### src/rtl/lock_pkg.sv
// Shared state type, display constant and width helper for the code_lock design.
package lock_pkg;

    typedef enum logic [1:0] {
        ST_ENTRY,
        ST_UNLOCKED,
        ST_PROGRAM,
        ST_LOCKOUT
    } state_e;

    localparam logic [31:0] LED_UNLOCKED = '1;

    function automatic int unsigned cnt_width(input int unsigned limit);
        return (limit > 1) ? $clog2(limit) : 1;
    endfunction

endpackage

### src/rtl/btn_debounce.sv
// Two-flop synchroniser, stable-level counter and one-cycle rising-edge press pulse.
module btn_debounce
    import lock_pkg::*;
#(
    parameter int unsigned DEBOUNCE_CYCLES = 1 << 20
) (
    input  logic clk,
    input  logic rst,
    input  logic btn_i,
    output logic press_o
);

    localparam int unsigned CW = cnt_width(DEBOUNCE_CYCLES);
    localparam logic [CW-1:0] CNT_LAST = CW'(DEBOUNCE_CYCLES - 1);

    logic          sync1_q, sync2_q, level_q, press_q;
    logic [CW-1:0] cnt_q;

    always_ff @(posedge clk) begin
        if (rst) begin
            sync1_q <= 1'b0;
            sync2_q <= 1'b0;
            level_q <= 1'b0;
            press_q <= 1'b0;
            cnt_q   <= '0;
        end else begin
            sync1_q <= btn_i;
            sync2_q <= sync1_q;
            press_q <= 1'b0;
            // Any return to the accepted level restarts the stability window.
            if (sync2_q == level_q) begin
                cnt_q <= '0;
            end else if (cnt_q == CNT_LAST) begin
                level_q <= sync2_q;
                cnt_q   <= '0;
                press_q <= sync2_q;
            end else begin
                cnt_q <= cnt_q + 1'b1;
            end
        end
    end

    assign press_o = press_q;

endmodule

### src/rtl/code_lock.sv
// Combination lock: digit entry, failed-attempt lockout, idle timeout and
// runtime reprogramming of the code, driven by two debounced buttons.
module code_lock
    import lock_pkg::*;
#(
    parameter int unsigned                  DIGITS          = 4,
    parameter int unsigned                  DIGIT_W         = 4,
    parameter logic [DIGITS*DIGIT_W-1:0]    CODE            = 16'h3141,
    parameter int unsigned                  MAX_TRIES       = 3,
    parameter int unsigned                  LOCKOUT_CYCLES  = 1 << 24,
    parameter int unsigned                  TIMEOUT_CYCLES  = 1 << 26,
    parameter int unsigned                  DEBOUNCE_CYCLES = 1 << 20
) (
    input  logic                             clk,
    input  logic                             rst,
    input  logic                             btn_next,
    input  logic                             btn_enter,
    output logic [DIGIT_W-1:0]               led,
    output logic                             unlocked,
    output logic                             lockout,
    output logic                             programming,
    output logic [$clog2(MAX_TRIES+1)-1:0]   fail_count
);

    localparam int unsigned CODE_W = DIGITS * DIGIT_W;
    localparam int unsigned IDX_W  = cnt_width(DIGITS);
    localparam int unsigned FAIL_W = $clog2(MAX_TRIES + 1);
    localparam int unsigned IDLE_W = cnt_width(TIMEOUT_CYCLES);
    localparam int unsigned LOCK_W = cnt_width(LOCKOUT_CYCLES);

    localparam logic [IDX_W-1:0]  LAST_IDX  = IDX_W'(DIGITS - 1);
    localparam logic [FAIL_W-1:0] FAIL_LAST = FAIL_W'(MAX_TRIES - 1);
    localparam logic [IDLE_W-1:0] IDLE_LAST = IDLE_W'(TIMEOUT_CYCLES - 1);
    localparam logic [LOCK_W-1:0] LOCK_LAST = LOCK_W'(LOCKOUT_CYCLES - 1);

    logic np, ep;

    btn_debounce #(.DEBOUNCE_CYCLES(DEBOUNCE_CYCLES)) u_db_next (
        .clk(clk), .rst(rst), .btn_i(btn_next), .press_o(np)
    );
    btn_debounce #(.DEBOUNCE_CYCLES(DEBOUNCE_CYCLES)) u_db_enter (
        .clk(clk), .rst(rst), .btn_i(btn_enter), .press_o(ep)
    );

    state_e              state_q, state_d;
    logic [DIGIT_W-1:0]  digit_q, digit_d;
    logic [IDX_W-1:0]    idx_q, idx_d;
    logic                mismatch_q, mismatch_d;
    logic [FAIL_W-1:0]   fail_q, fail_d;
    logic [CODE_W-1:0]   code_q, code_d, shadow_q, shadow_d;
    logic [IDLE_W-1:0]   idle_q, idle_d;
    logic [LOCK_W-1:0]   lock_q, lock_d;
    logic [DIGIT_W-1:0]  led_q, led_d;
    logic                unlocked_q, lockout_q, programming_q;
    logic                miss, idle_run, timeout;

    always_comb begin
        state_d    = state_q;
        digit_d    = digit_q;
        idx_d      = idx_q;
        mismatch_d = mismatch_q;
        fail_d     = fail_q;
        code_d     = code_q;
        shadow_d   = shadow_q;
        lock_d     = '0;
        idle_d     = '0;
        miss       = mismatch_q | (digit_q != code_q[int'(idx_q)*DIGIT_W +: DIGIT_W]);
        idle_run   = (state_q == ST_ENTRY && (idx_q != '0 || digit_q != '0)) ||
                     state_q == ST_UNLOCKED || state_q == ST_PROGRAM;
        timeout    = idle_run && !np && !ep && (idle_q == IDLE_LAST);

        unique case (state_q)
            ST_ENTRY: begin
                if (ep) begin
                    digit_d = '0;
                    if (idx_q == LAST_IDX) begin
                        idx_d      = '0;
                        mismatch_d = 1'b0;
                        if (!miss) begin
                            state_d = ST_UNLOCKED;
                            fail_d  = '0;
                        end else begin
                            fail_d = fail_q + 1'b1;
                            if (fail_q == FAIL_LAST) state_d = ST_LOCKOUT;
                        end
                    end else begin
                        idx_d      = idx_q + 1'b1;
                        mismatch_d = miss;
                    end
                end else if (np) begin
                    digit_d = digit_q + 1'b1;
                end else if (timeout) begin
                    digit_d    = '0;
                    idx_d      = '0;
                    mismatch_d = 1'b0;
                end
            end
            ST_UNLOCKED: begin
                if (ep) begin
                    state_d = ST_ENTRY;
                end else if (np) begin
                    state_d = ST_PROGRAM;
                    digit_d = '0;
                    idx_d   = '0;
                end else if (timeout) begin
                    state_d = ST_ENTRY;
                end
            end
            ST_PROGRAM: begin
                if (ep) begin
                    shadow_d[int'(idx_q)*DIGIT_W +: DIGIT_W] = digit_q;
                    digit_d = '0;
                    if (idx_q == LAST_IDX) begin
                        code_d  = shadow_d;
                        idx_d   = '0;
                        state_d = ST_ENTRY;
                    end else begin
                        idx_d = idx_q + 1'b1;
                    end
                end else if (np) begin
                    digit_d = digit_q + 1'b1;
                end else if (timeout) begin
                    state_d = ST_ENTRY;
                    digit_d = '0;
                    idx_d   = '0;
                end
            end
            ST_LOCKOUT: begin
                if (lock_q == LOCK_LAST) begin
                    state_d = ST_ENTRY;
                    fail_d  = '0;
                end else begin
                    lock_d = lock_q + 1'b1;
                end
            end
            default: state_d = ST_ENTRY;
        endcase

        // Idle count restarts on any press, on expiry and on every state change.
        if (idle_run && !np && !ep && !timeout && state_d == state_q)
            idle_d = idle_q + 1'b1;

        unique case (state_d)
            ST_UNLOCKED: led_d = LED_UNLOCKED[DIGIT_W-1:0];
            ST_LOCKOUT:  led_d = '0;
            default:     led_d = digit_d;
        endcase
    end

    always_ff @(posedge clk) begin
        if (rst) begin
            state_q       <= ST_ENTRY;
            digit_q       <= '0;
            idx_q         <= '0;
            mismatch_q    <= 1'b0;
            fail_q        <= '0;
            code_q        <= CODE;
            shadow_q      <= '0;
            idle_q        <= '0;
            lock_q        <= '0;
            led_q         <= '0;
            unlocked_q    <= 1'b0;
            lockout_q     <= 1'b0;
            programming_q <= 1'b0;
        end else begin
            state_q       <= state_d;
            digit_q       <= digit_d;
            idx_q         <= idx_d;
            mismatch_q    <= mismatch_d;
            fail_q        <= fail_d;
            code_q        <= code_d;
            shadow_q      <= shadow_d;
            idle_q        <= idle_d;
            lock_q        <= lock_d;
            led_q         <= led_d;
            unlocked_q    <= (state_d == ST_UNLOCKED);
            lockout_q     <= (state_d == ST_LOCKOUT);
            programming_q <= (state_d == ST_PROGRAM);
        end
    end

    assign led         = led_q;
    assign unlocked    = unlocked_q;
    assign lockout     = lockout_q;
    assign programming = programming_q;
    assign fail_count  = fail_q;

endmodule

### config.mk
export PLATFORM = sky130hd
export DESIGN_NAME = code_lock
export DESIGN_NICKNAME = d
export VERILOG_FILES = /design/src/rtl/lock_pkg.sv /design/src/rtl/btn_debounce.sv /design/src/rtl/code_lock.sv
export SDC_FILE = /design/constraint.sdc
export NUM_CORES = 1
export LEC_CHECK = 0
export CELL_PAD_IN_SITES_DETAIL_PLACEMENT = 1
export CELL_PAD_IN_SITES_GLOBAL_PLACEMENT = 1
export CORE_AREA = 3 3 133 135
export CTS_BUF_LIST = sky130_fd_sc_hd__clkbuf_16
export DETAILED_ROUTE_END_ITERATION = 6
export DIE_AREA = 0 0 136 138
export GPL_TIMING_DRIVEN = 1
export PLACE_DENSITY = 0.74
export SLEW_MARGIN = 15
export SYNTH_ARGS = -nofsm -noshare
export SYNTH_HDL_FRONTEND = slang
export SYNTH_HIERARCHICAL = 1
export SYNTH_SLANG_ARGS = --single-unit
### constraint.sdc
create_clock -name clk -period 3.1 [get_ports clk]
set_input_delay 0.465 -clock clk [delete_from_list [all_inputs] [get_ports clk]]
set_output_delay 0.465 -clock clk [all_outputs]
set_load 0.05 [all_outputs]
==> results by group <==
Run status
  • Status: finished clean

Cells and area
  • Ant. Diodes: 0
  • Final core utilization: 45.19%
  • Final std cells w/o fill: 982
  • Most frequent cells in the layout: 148 x dfxtp_1, 133 x nor2_1, 41 x xnor2_1
  • Commonest non-fill, non-tap cell in the layout: dfxtp_1
  • Share of layout cells above drive strength 1: 8.005%
  • Multi-input logic area: 3397 um^2
  • Register Area: 2963 um^2
  • Final instance area: 7495 um^2
  • Layout Nets: 766
  • Area growth syn-to-layout: 13.84%
  • Filler cells: 1968

Place
  • DP Wirelength: 10680 um
  • Dpl cell area: 6928 um^2
  • # placed instances: 950
  • Buffers on Ports: 12
  • Gpl congestion: 0.8292

Yosys
  • Post-synth EDFFs: 0
  • Post-synthesis cell count: 738
  • Yosys warnings: 6
  • Synthesized flop and latch total: 148
  • Post-synthesis sequential area ratio: 45.00%
  • Async set or reset register ratio after synthesis: 0%
  • Post-synthesis cell type count: 60
  • Syn Nets: 755
  • Primary FF master, synth: dfxtp_1
  • Compound-Gate Fraction of Synth Area: 10.62%
  • Post-synthesis xor/xnor area fraction: 10.24%
  • Post-synthesis mux area share: 1.805%
  • Main combinational cell family by area after synthesis: simple AND/OR/NAND/NOR gates
  • Synthesized area per cell: 8.921 um^2
  • Synth Area in Simple Gates: 26.45%
  • Post-synthesis adder-cell area fraction: 2.471%
  • Post-synthesis instance area: 6584 um^2

Critical path
  • CP Data Arrival Time: 3.06 ns
  • CP Data Required Time: 3.41 ns
  • FF-to-FF End: led[0]$_SDFF_PP0_
  • Kind of critical path: flip-flop to flip-flop
  • R2R cell count: 8
  • RR Startpoint: idx_q[1]$_SDFFE_PP0P_
  • Maximum fanout along the worst path: 10
  • CP startpoint kind: flip-flop
  • R2r setup slk: 0.35 ns
  • Critical path capture point type: flip-flop

Timing
  • Fmax: 364.0 MHz
  • Worst Tran Pin Value: 0.7391 ns
  • Period minus WS final: 2.747 ns
  • Setup Viol. Count Final: 0
  • Final TNS setup: 0 ns
  • RSZ-0062 raised after global routing: false
  • Final hold viol count: 0
  • Relative slew slack: 50.60%
  • Worst Skew: 0.01111 ns
  • Final period util: 88.62%
  • Slew Viols, Final: 0

Drt
  • Top routing layer used: met4
  • DR pass1 iterations: 6
  • Initial detailed-routing violation count: 213
  • Remaining DRCs: 0
  • Vias: 5236
  • WL per Instance: 15.69 um
  • Routed metal-1 wirelength: 6946 um
  • Final WL: 15410 um
  • Drt via density: 5.332
  • Met3 wire len: 316 um
  • Met2 WL: 7880 um
  • DRT antenna net count: 0

GRT
  • GR Overflow Total: 0
  • Initial antenna violation count: 0
  • Largest net degree at the start of global routing: 29
  • Global-route usage over all layers: 17.14%
  • Vias in the first global route: 5559
  • Global-route wire length before repair: 26620 um

Clocking
  • # hold bufs at CTS: 0
  • H-tree levels: 4
  • Clock sink total: 148
  • Deepest clock path buffer count: 2
  • TritonCTS buffer count: 17
  • Clock latency on the worst-skew pair: 0.42 ns
  • CTS clk-pin slew, worst paths: 0.06 ns
  • Number of gates resized after CTS: 0
  • Number of post-CTS setup repair buffers: 0
  • Root Driver: clkbuf_16
  • CTS tree: done

Hold path
  • Hold Path Depth: 1
  • Hold/Removal Path Class: flip-flop to flip-flop
  • Critical hold path startpoint: u_db_next/sync1_q$_SDFF_PP0_
  • WHS Endpoint: u_db_next/sync2_q$_SDFF_PP0_

Floorplanning
  • Core ar.: 16580 um^2
  • Initial Util: 39.70%
  • Die Width: 136 um
  • Count of boundary I/O pins: 13
  • Die height: 138 um
  • Die area: 18770 um^2
  • Cell Rows: 47

Run
  • Max-cap violations: 0

Power
  • Pwr dens: 521.9 nW/um^2
  • VDD IR max: 0.0004472 V
  • Static leakage: 2.437 nW
flip-flops by register name (all words and copies together), names as in the netlist:
register            flops
u_db_enter/sync1_q      1
idx_q                   2
u_db_enter/press_o      1
u_db_next/sync1_q       1
u_db_enter/sync2_q      1
idle_q                 26
lockout                 1
fail_count              2
state_q                 2
digit_q                 4
u_db_next/sync2_q       1
lock_q                 24
led                     4
u_db_next/level_q       1
shadow_q               16
unlocked                1
code_q                 16
u_db_next/press_o       1
u_db_enter/level_q      1
u_db_next/cnt_q        20
mismatch_q              1
u_db_enter/cnt_q       20
programming             1
cells by family (layout without fill, tap and decap cells):
group	count (synthesis)	after routing
XOR/XNOR	77	77
AND/OR/NAND/NOR	334	334
buffers and inverters	54	78
AO/OA/AOI/OAI	104	104
adder cells (fa/ha/maj)	13	13
multiplexers	8	8
flip-flops	148	148
area by class of cell:
class	count	share of cell area, %
Tap cell	220	3.673
Clock buffer	17	5.676
Inverter	24	1.202
Sequential cell	148	39.53
Multi-Input combinational cell	536	45.33
Clock inverter	15	1.886
Timing Repair Buffer	22	2.705
report_power, final:
group / internal [mW] / switching [mW]
sequential: 1.91 / 0.00231
clock: 1.17 / 0.803
combinational: 0.00795 / 0.0202
total: 3.09 / 0.825
layer usage:
| metal | track usage [%] | up-vias |
|---|---|---|
| li1 | - | 2596 |
| met1 | 20.75 | 2565 |
| met2 | 29.73 | 58 |
| met3 | 3.343 | 17 |
| met4 | 6.737 | 0 |
| met5 | 0 | - |
Yosys cell counts, types with 16 or more instances:
cell	instances	area (um^2)
dfxtp_1	148	2963
inv_1	24	90.09
nand4_1	20	125.1
nor3_1	16	80.08
xnor2_1	41	359.1
clkbuf_1	19	71.32
nand3_1	27	135.1
nor2b_1	26	162.7
nor2_1	133	499.2
a21oi_1	34	170.2
nand2_1	38	142.6
a211oi_1	27	202.7
xor2_1	36	315.3
per-stage QoR:
stage	power, mW	hold slack [ns]	setup WS, ns
detailed placement	1.977	0.4364	0.3920
global placement	1.976	0.4214	0.4677
finish	3.911	0.4516	0.3528
global route	4.058	0.4642	0.2041
CTS	3.955	0.4513	0.3589
floorplan	1.965	0.4129	0.5813
worst max-delay path, cell delays in order (launching register included):
cell and delay (ns):
dfxtp_1 0.56, inv_1 0.16, ha_1 0.27, nand4bb_1 0.12
o211ai_1 0.12, or4b_1 0.69, a31o_1 0.31, o221a_4 0.25
a21o_1 0.16
how the worst max path moves through the flow:
stage,startpoint,end,cells after the start
floorplan,idx_q[0]$_SDFFE_PP0P_,led[0]$_SDFF_PP0_,10
global placement,idx_q[1]$_SDFFE_PP0P_,led[0]$_SDFF_PP0_,8
detailed placement,idx_q[1]$_SDFFE_PP0P_,led[3]$_SDFF_PP0_,8
CTS,idx_q[1]$_SDFFE_PP0P_,led[0]$_SDFF_PP0_,8
global route,idx_q[1]$_SDFFE_PP0P_,led[0]$_SDFF_PP0_,8
finish,idx_q[1]$_SDFFE_PP0P_,led[0]$_SDFF_PP0_,8
(Power assumes the default switching activity.)
